File: config.mk
export PLATFORM = sky130hd
export DESIGN_NAME = enc_cod_reader
export DESIGN_NICKNAME = d
export VERILOG_FILES = /design/src/rtl/enc_cod_reader_pkg.sv /design/src/rtl/enc_cod_reader.sv
export SDC_FILE = /design/constraint.sdc
export NUM_CORES = 1
export LEC_CHECK = 0
export ABC_AREA = 1
export CORE_MARGIN = 10
export CORE_UTILIZATION = 30
export CTS_CLUSTER_DIAMETER = 100
export DETAILED_ROUTE_END_ITERATION = 6
export HOLD_SLACK_MARGIN = 0.03
export PLACE_DENSITY_LB_ADDON = 0.1
export SLEW_MARGIN = 0
export SYNTH_ARGS = -nofsm -noshare
export SYNTH_HDL_FRONTEND = slang
export SYNTH_SLANG_ARGS = --single-unit
File: constraint.sdc
create_clock -name clk -period 1.6 [get_ports clk]
set_input_delay 0.16 -clock clk [delete_from_list [all_inputs] [get_ports clk]]
set_output_delay 0.16 -clock clk [all_outputs]
set_load 0.01 [all_outputs]
File: src/rtl/enc_cod_reader_pkg.sv
// Shared encoder parameters: symbol geometry, buffer depths and the
// derived codeword length, beat count and beat-counter width.
package enc_cod_reader_pkg;

    localparam int ENC_SYM         = 4;   // symbols per output beat
    localparam int EGF_DIM         = 8;   // bits per symbol
    localparam int ENC_MES_BUF_DEP = 16;  // message symbols, multiple of ENC_SYM
    localparam int ENC_PAR_BUF_DEP = 8;   // parity symbols

    function automatic int ceil_div(input int num, input int den);
        return (num + den - 1) / den;
    endfunction

    localparam int ENC_COD_LEN = ENC_MES_BUF_DEP + ENC_PAR_BUF_DEP;
    localparam int ENC_OUT_BEA = ceil_div(ENC_COD_LEN, ENC_SYM);
    localparam int ENC_CNT_W   = $clog2(ENC_OUT_BEA + 1);

    typedef enum logic {
        ST_IDLE = 1'b0,
        ST_SEND = 1'b1
    } rd_state_t;

endpackage

File: src/rtl/enc_cod_reader.sv
// Codeword reader: captures the message and parity buffers into a shadow
// register and streams the codeword out ENC_SYM symbols per beat,
// earliest symbol in the top lane.
//
// state   | meaning
// --------+-------------------------------------------------------------
// IDLE    | no codeword held, ld_ready=1, out_valid=0
// SEND    | shadow holds a codeword, out_valid=1, top lanes are the beat
module enc_cod_reader
    import enc_cod_reader_pkg::*;
#(
    parameter int SYM_N   = ENC_SYM,
    parameter int SYM_W   = EGF_DIM,
    parameter int MES_DEP = ENC_MES_BUF_DEP,  // must be a multiple of SYM_N
    parameter int PAR_DEP = ENC_PAR_BUF_DEP
) (
    input  logic                          clk,
    input  logic                          rst_n,
    input  logic                          ld_valid,
    output logic                          ld_ready,
    input  logic [MES_DEP-1:0][SYM_W-1:0] mes_buf_data,
    input  logic [PAR_DEP-1:0][SYM_W-1:0] par_buf_data,
    output logic                          out_valid,
    input  logic                          out_ready,
    output logic [SYM_N-1:0][SYM_W-1:0]   out_data,
    output logic                          out_last
);

    localparam int COD_LEN = MES_DEP + PAR_DEP;
    localparam int OUT_BEA = ceil_div(COD_LEN, SYM_N);
    localparam int CNT_W   = $clog2(OUT_BEA + 1);
    // Shadow is padded to whole beats; padding sits below the parity so the
    // final beat's unused low lanes read as zero.
    localparam int PAD_LEN = OUT_BEA * SYM_N;

    rd_state_t                      state, state_nxt;
    logic [CNT_W-1:0]               cnt, cnt_nxt;
    logic [PAD_LEN-1:0][SYM_W-1:0]  shadow;
    logic [PAD_LEN-1:0][SYM_W-1:0]  cap_vec;
    logic [PAD_LEN-1:0][SYM_W-1:0]  shift_vec;
    logic                           do_load;
    logic                           do_shift;
    logic                           is_last;

    assign is_last   = (state == ST_SEND) && (cnt == CNT_W'(OUT_BEA - 1));
    assign out_valid = (state == ST_SEND);
    assign out_last  = is_last;
    assign ld_ready  = (state == ST_IDLE) || (out_ready && is_last);
    assign out_data  = shadow[PAD_LEN-1 -: SYM_N];

    // Arrange the buffers in codeword order: oldest message symbol on top.
    always_comb begin
        cap_vec = '0;
        for (int k = 0; k < MES_DEP; k++) begin
            cap_vec[PAD_LEN-1-k] = mes_buf_data[MES_DEP-1-k];
        end
        for (int j = 0; j < PAR_DEP; j++) begin
            cap_vec[PAD_LEN-1-MES_DEP-j] = par_buf_data[PAR_DEP-1-j];
        end
    end

    // Shadow moved up by one beat, zeros filling from below.
    always_comb begin
        shift_vec = '0;
        for (int i = SYM_N; i < PAD_LEN; i++) begin
            shift_vec[i] = shadow[i-SYM_N];
        end
    end

    // Next state, beat counter and shadow control.
    always_comb begin
        state_nxt = state;
        cnt_nxt   = cnt;
        do_load   = 1'b0;
        do_shift  = 1'b0;
        case (state)
            ST_IDLE: begin
                if (ld_valid) begin
                    state_nxt = ST_SEND;
                    cnt_nxt   = '0;
                    do_load   = 1'b1;
                end
            end
            ST_SEND: begin
                if (out_ready) begin
                    if (is_last) begin
                        cnt_nxt = '0;
                        if (ld_valid) begin
                            do_load = 1'b1;
                        end else begin
                            state_nxt = ST_IDLE;
                            do_shift  = 1'b1;
                        end
                    end else begin
                        cnt_nxt  = cnt + 1'b1;
                        do_shift = 1'b1;
                    end
                end
            end
            default: begin
                state_nxt = ST_IDLE;
                cnt_nxt   = '0;
            end
        endcase
    end

    // State and beat counter registers.
    always_ff @(posedge clk or negedge rst_n) begin
        if (!rst_n) begin
            state <= ST_IDLE;
            cnt   <= '0;
        end else begin
            state <= state_nxt;
            cnt   <= cnt_nxt;
        end
    end

    // Shadow register: load on capture, shift up one beat per accepted beat.
    always_ff @(posedge clk or negedge rst_n) begin
        if (!rst_n) begin
            shadow <= '0;
        end else if (do_load) begin
            shadow <= cap_vec;
        end else if (do_shift) begin
            shadow <= shift_vec;
        end
    end

endmodule

# Yosys cells after proc, flatten, opt, wreduce, memory -nomap -nowiden
# Index checks and enable logic that the tools add are counted.
[op_classes]
add_sub_neg = 1
reduce_logical = 5
n_div = 0
bitwise = 1
mux = 17
mul = 0
n_eq_ne = 3
shifts = 0
n_lt_le_gt_ge = 0
[ops]
columns = ["operator", "n"]
rows = [
  ["192-bit two-way mux", 2],
  ["1-bit two-way mux", 9],
  ["3-bit two-way mux", 3],
  ["3-bit case mux with 2 select lines", 1],
  ["2-bit inequality test (second input constant)", 2],
  ["1-bit case mux with 2 select lines", 2],
  ["3-bit by 1-bit adder with 3-bit output (second input constant)", 1],
  ["3-bit equality test (second input constant)", 1],
  ["1-bit logical AND", 2],
  ["2-bit AND reduction", 1],
  ["2-bit nonzero test", 1],
  ["1-bit logical OR", 1],
  ["1-bit inverter", 1],
]
[totals]
n_memories = 0
romBits = 0
output_inout_bits = 35
ff_bits = 196
elab_cells = 53
inputBits = 196
latch_bits = 0
ram_bits = 0

# Logic depth before layout (Yosys ltp)
[logic_depth]
ltp_word = 7
mapped_depth = 10

# Least setup slack after synthesis
# Ideal clock, no wire load.
[synth_timing]
kind = "register -> register"
startpoint = "register cnt[0]"
endpoint = "register shadow[40] (netlist name)"
setup_slack_ps = 65
period_less_slack_ps = 1535
n_path_buf = 2
arrival_ps = 1418
stages_incl_launch_ff = 10
path_cell_list = "dfrtp_1 -> ha_1 -> nand3_1 -> nand2_1 -> nand2_1 -> buf_4 -> buf_2 -> nand2_1 -> nand3_1 -> nand2_1"
[synth_via]
elab_chain_cells = 6
elab_cells_between_ends = 10
classes_between = "eq/ne (1); mux (7); reduce/logical (2)"
[synth_rtl]
columns = ["item", "line_no", "rtl"]
rows = [
  ["from (decl)", "enc_cod_reader.sv:37", "logic [CNT_W-1:0] cnt, cnt_nxt;"],
  ["from (signal assigned)", "enc_cod_reader.sv:114", "cnt <= cnt_nxt;"],
  ["3-bit equality test *", "enc_cod_reader.sv:45", "assign is_last = (state == ST_SEND) && (cnt == CNT_W'(OUT_BEA - 1));"],
  ["1-bit logical AND *", "enc_cod_reader.sv:45", ""],
  ["1-bit two-way mux", "enc_cod_reader.sv:86", "if (is_last) begin"],
  ["1-bit two-way mux", "enc_cod_reader.sv:85", "if (out_ready) begin"],
  ["1-bit case mux with 2 select lines / 1-bit two-way mux (equally long branches)", "enc_cod_reader.sv:76", "case (state)"],
  ["192-bit two-way mux / 2-bit nonzero test (equally long branches)", "-", ""],
  ["to (signal assigned)", "enc_cod_reader.sv:123", "shadow <= cap_vec;"],
  ["to (signal assigned)", "enc_cod_reader.sv:125", "shadow <= shift_vec;"],
  ["to (decl)", "enc_cod_reader.sv:38", "logic [PAD_LEN-1:0][SYM_W-1:0] shadow;"],
]
# Every way passes the cells marked *; elsewhere a longest branch is shown, timed or not.
# A chain may end at the register's enable or synchronous reset.

# Worst setup path after layout
[layout_timing]
startpoint = "register cnt[1]"
endpoint = "register shadow[158] (netlist name)"
# Same word-level chain as after synthesis.

==> results.md <==
- Max cap viols: 0
- Most used cell, CP: clkbuf_16
- Worst Path Required: 1.93 ns
- Final period utilization: 1.03
- Unrepaired setup endpoints after global routing: yes
- Post-route cell area: 0.0159 mm²
- TritonRoute pass-1 iters: 5
- LEAKAGE: ~8.5 nW
- Critical Path AT: 1.97 ns
- Gate Count Post-Synth: 1540
- Seq cells post-synth: 196
- Setup TNS Final: -1.39 ns
- Vias/cell: 4.49
- Final #Nets: a little under 2000
- DRC violations left: 0
- Slew HR: 0.634
- I/O pin count: between 200 and 250
- Area Overhead vs Synth: 48.8%
- Crit end category: flip-flop
- Synthesized area: about 0.011 mm²
- Initial antenna violation count: 4
- Root Buffer: clkbuf_16
- CP bufs+invs: 4
- Setup WS post-layout: -0.0464 ns
- DP HPWL: 24000 µm
- Worst path cell trace: inv_2 -> ha_4 -> nand3_4 -> nand2_4 -> buf_8 -> clkbuf_16 -> clkbuf_16 -> nand3_1 -> nand3_2 -> nand2_1
- Initial core utilization: 0.302
- Worst path max stage delay: 0.39 ns
- Status: finished, violations left
- CTS Buf Count: 17
- Worst hold path type: in -> async
- Top Family by Delay on Critical Path: buffers and inverters
- Worst-case vdd ir drop: 0.000753 V
- # setup viols final: 89
- CTS tree: yes
- Post-layout util: 0.450
- Internal reg-to-reg setup slack: -0.05 ns
- Fmax: 607 MHz
- Largest net degree at the start of global routing: 97
- Reg clk slew, reported paths: 0.07 ns
- Vias: between 10000 and 15000
- Violated checks: negative setup slack
- Placer Congestion: about 0.75
- PwrDens: 1380 mW/mm²
- Startpoint types: flip-flop
- # rows: between 60 and 70
- Core area: approximately 0.035 mm²
- Overflow after GRT: 0
- CP max-delay cell: dfrtp_1
- Share of cells above drive strength 1: 0.150
- Warnings from Yosys: 0
- Total routed wirelength: 39000 µm
- Main synth FF type: dfrtp_1
- Die W: 209 µm
- Post-synth top area cell: dfrtp_1
- Initial drt markers: roughly 560
- Die height: ~210 µm
- Min Tclk post-route: around 1.6 ns
- Yosys cell types: 16
- Post-synth top area share: 0.458
- Worst hold slack: about 0.26 ns
- Clock Sinks: 196
- Commonest cells in the synthesized netlist: 490 x nand2_1, 353 x nand3_1, 325 x inv_1
- Main area contributors after synthesis: dfrtp_1 46%, nand2_1 17%, nand3_1 17%
- Global-route wire length before repair: about 59000 µm
- Worst skew pair latency: 0.43 ns
- Setup Skew: 0.0120 ns
- Number of synthesized flops with an enable pin: 0
- Synthesized net count: between 1500 and 2000
- Post-route ant nets: 0
- Tot GR Track Use: 0.166
- CTS H-Tree Depth: 4
- CP Class: reg -> reg
- # port buffers: 230
- Dpl cell area: 0.0137 mm²
- Final hold viol count: 0
- Worst Path Max Fanout: 11
- Asr flop ratio synth: 1.00
- Slew Viols, Final: 0
- Routed wire per std cell: around 17 µm
- Longest Clk Path Bufs: 2
- Seq/Total Area, Yosys: 0.458
- Vias in the first global route: just over 10000
- Worst slew pin tran: 0.549 ns
- Die area: 0.0436 mm²
- Count leader, synth: nand2_1
- Fillers: 3691
- Synthesized area per cell: ~6.9 µm²
[cells by family (layout without fill, tap and decap cells)]
| family | Yosys count | count (layout) | synth area share |
|---|---|---|---|
| other cells | 0 | 1 | 0 |
| simple gates | 849 | 851 | 0.339 |
| compound gates | 35 | 35 | 0.0177 |
| flops | 196 | 196 | 0.458 |
| buf+inv | 458 | 699 | 0.182 |
| fa+ha+maj | 2 | 2 | 0.00234 |
[path summary, 6_finish.rpt]
check	to	startpoint	cells past startpoint
min	out_data[25]	rst_n	2
min in group clk	shadow[0]	par_buf_data[0]	3
max reg2reg	shadow[158]	cnt[1]	10
min reg2reg	shadow[139]	shadow[139]	2
max	shadow[158]	cnt[1]	10
max in group asynchronous	shadow[109]	rst_n	3
[timing repair]
| action | CTS | global route |
|---|---|---|
| endpoints found under the hold margin | 84 | 0 |
| gates cloned | 11 | 19 |
| endpoints found under the setup margin | 174 | 180 |
| pin swaps | 5 | 142 |
| hold buffers | 2 | 0 |
| gates resized for setup | 43 | 149 |
| buffers inserted | 11 | 3 |
[state kept, by name (all words and copies together), names as in the netlist]
signal / count
shadow: 160
out_valid: 1
cnt: 3
out_data: 32
[stage by stage]
step / cells / setup WS (ns) / power, mW
CTS: 2223 / -0.0613 / 20.8
global route: 2245 / -0.129 / 23.8
floorplan: 1540 / 0.0646 / 12.4
finish: 2245 / -0.0464 / 22.0
detailed placement: 2167 / -0.152 / 15.4
global placement: 2167 / -0.107 / 15.3
[metal layers]
metal | wire length [µm] | track usage | vias up
met1 | 19200 | 0.239 | 4746
met4 | 195 | 0.0273 | 6
met5 | 45 | 0 | -
met3 | 1930 | 0.0374 | 14
li1 | - | - | 5099
met2 | 17600 | 0.250 | 217
[cell usage in the layout, fill, tap and decap left out, types with 2 or more instances in the layout]
master / instances
o21ai_0: 17
nand2_4: 3
dlygate4sd3_1: 2
buf_12: 29
nand2_2: 20
o22ai_1: 2
clkinv_4: 3
o21ai_1: 12
buf_16: 15
inv_2: 2
nand2_1: 468
clkbuf_1: 4
bufinv_16: 2
clkbuf_16: 34
nand3_1: 260
buf_6: 9
buf_8: 7
inv_6: 3
nand3_4: 4
clkinvlp_4: 2
buf_4: 34
nand3_2: 89
dfrtp_1: 195
nor2_1: 3
inv_1: 324
o21ai_2: 3
clkdlybuf4s50_1: 225
[where the power goes]
part	switching, mW	internal [mW]
Clock	2.01	2.37
Combinational	5.14	4.75
Sequential	0.987	6.79
Total	8.14	13.9
[final cells by class]
cell class	instances	area, µm²	area share
diodes	1	2.50	0.000157
clock buffers	22	454	0.0285
clock inverters	10	124	0.00778
inverters	327	1230	0.0774
multi-input cells	888	4460	0.280
flip-flops and latches	196	4910	0.308
well taps	461	577	0.0362
repair buffers	340	4170	0.262
No activity file was read; power rests on OpenSTA's default activity.
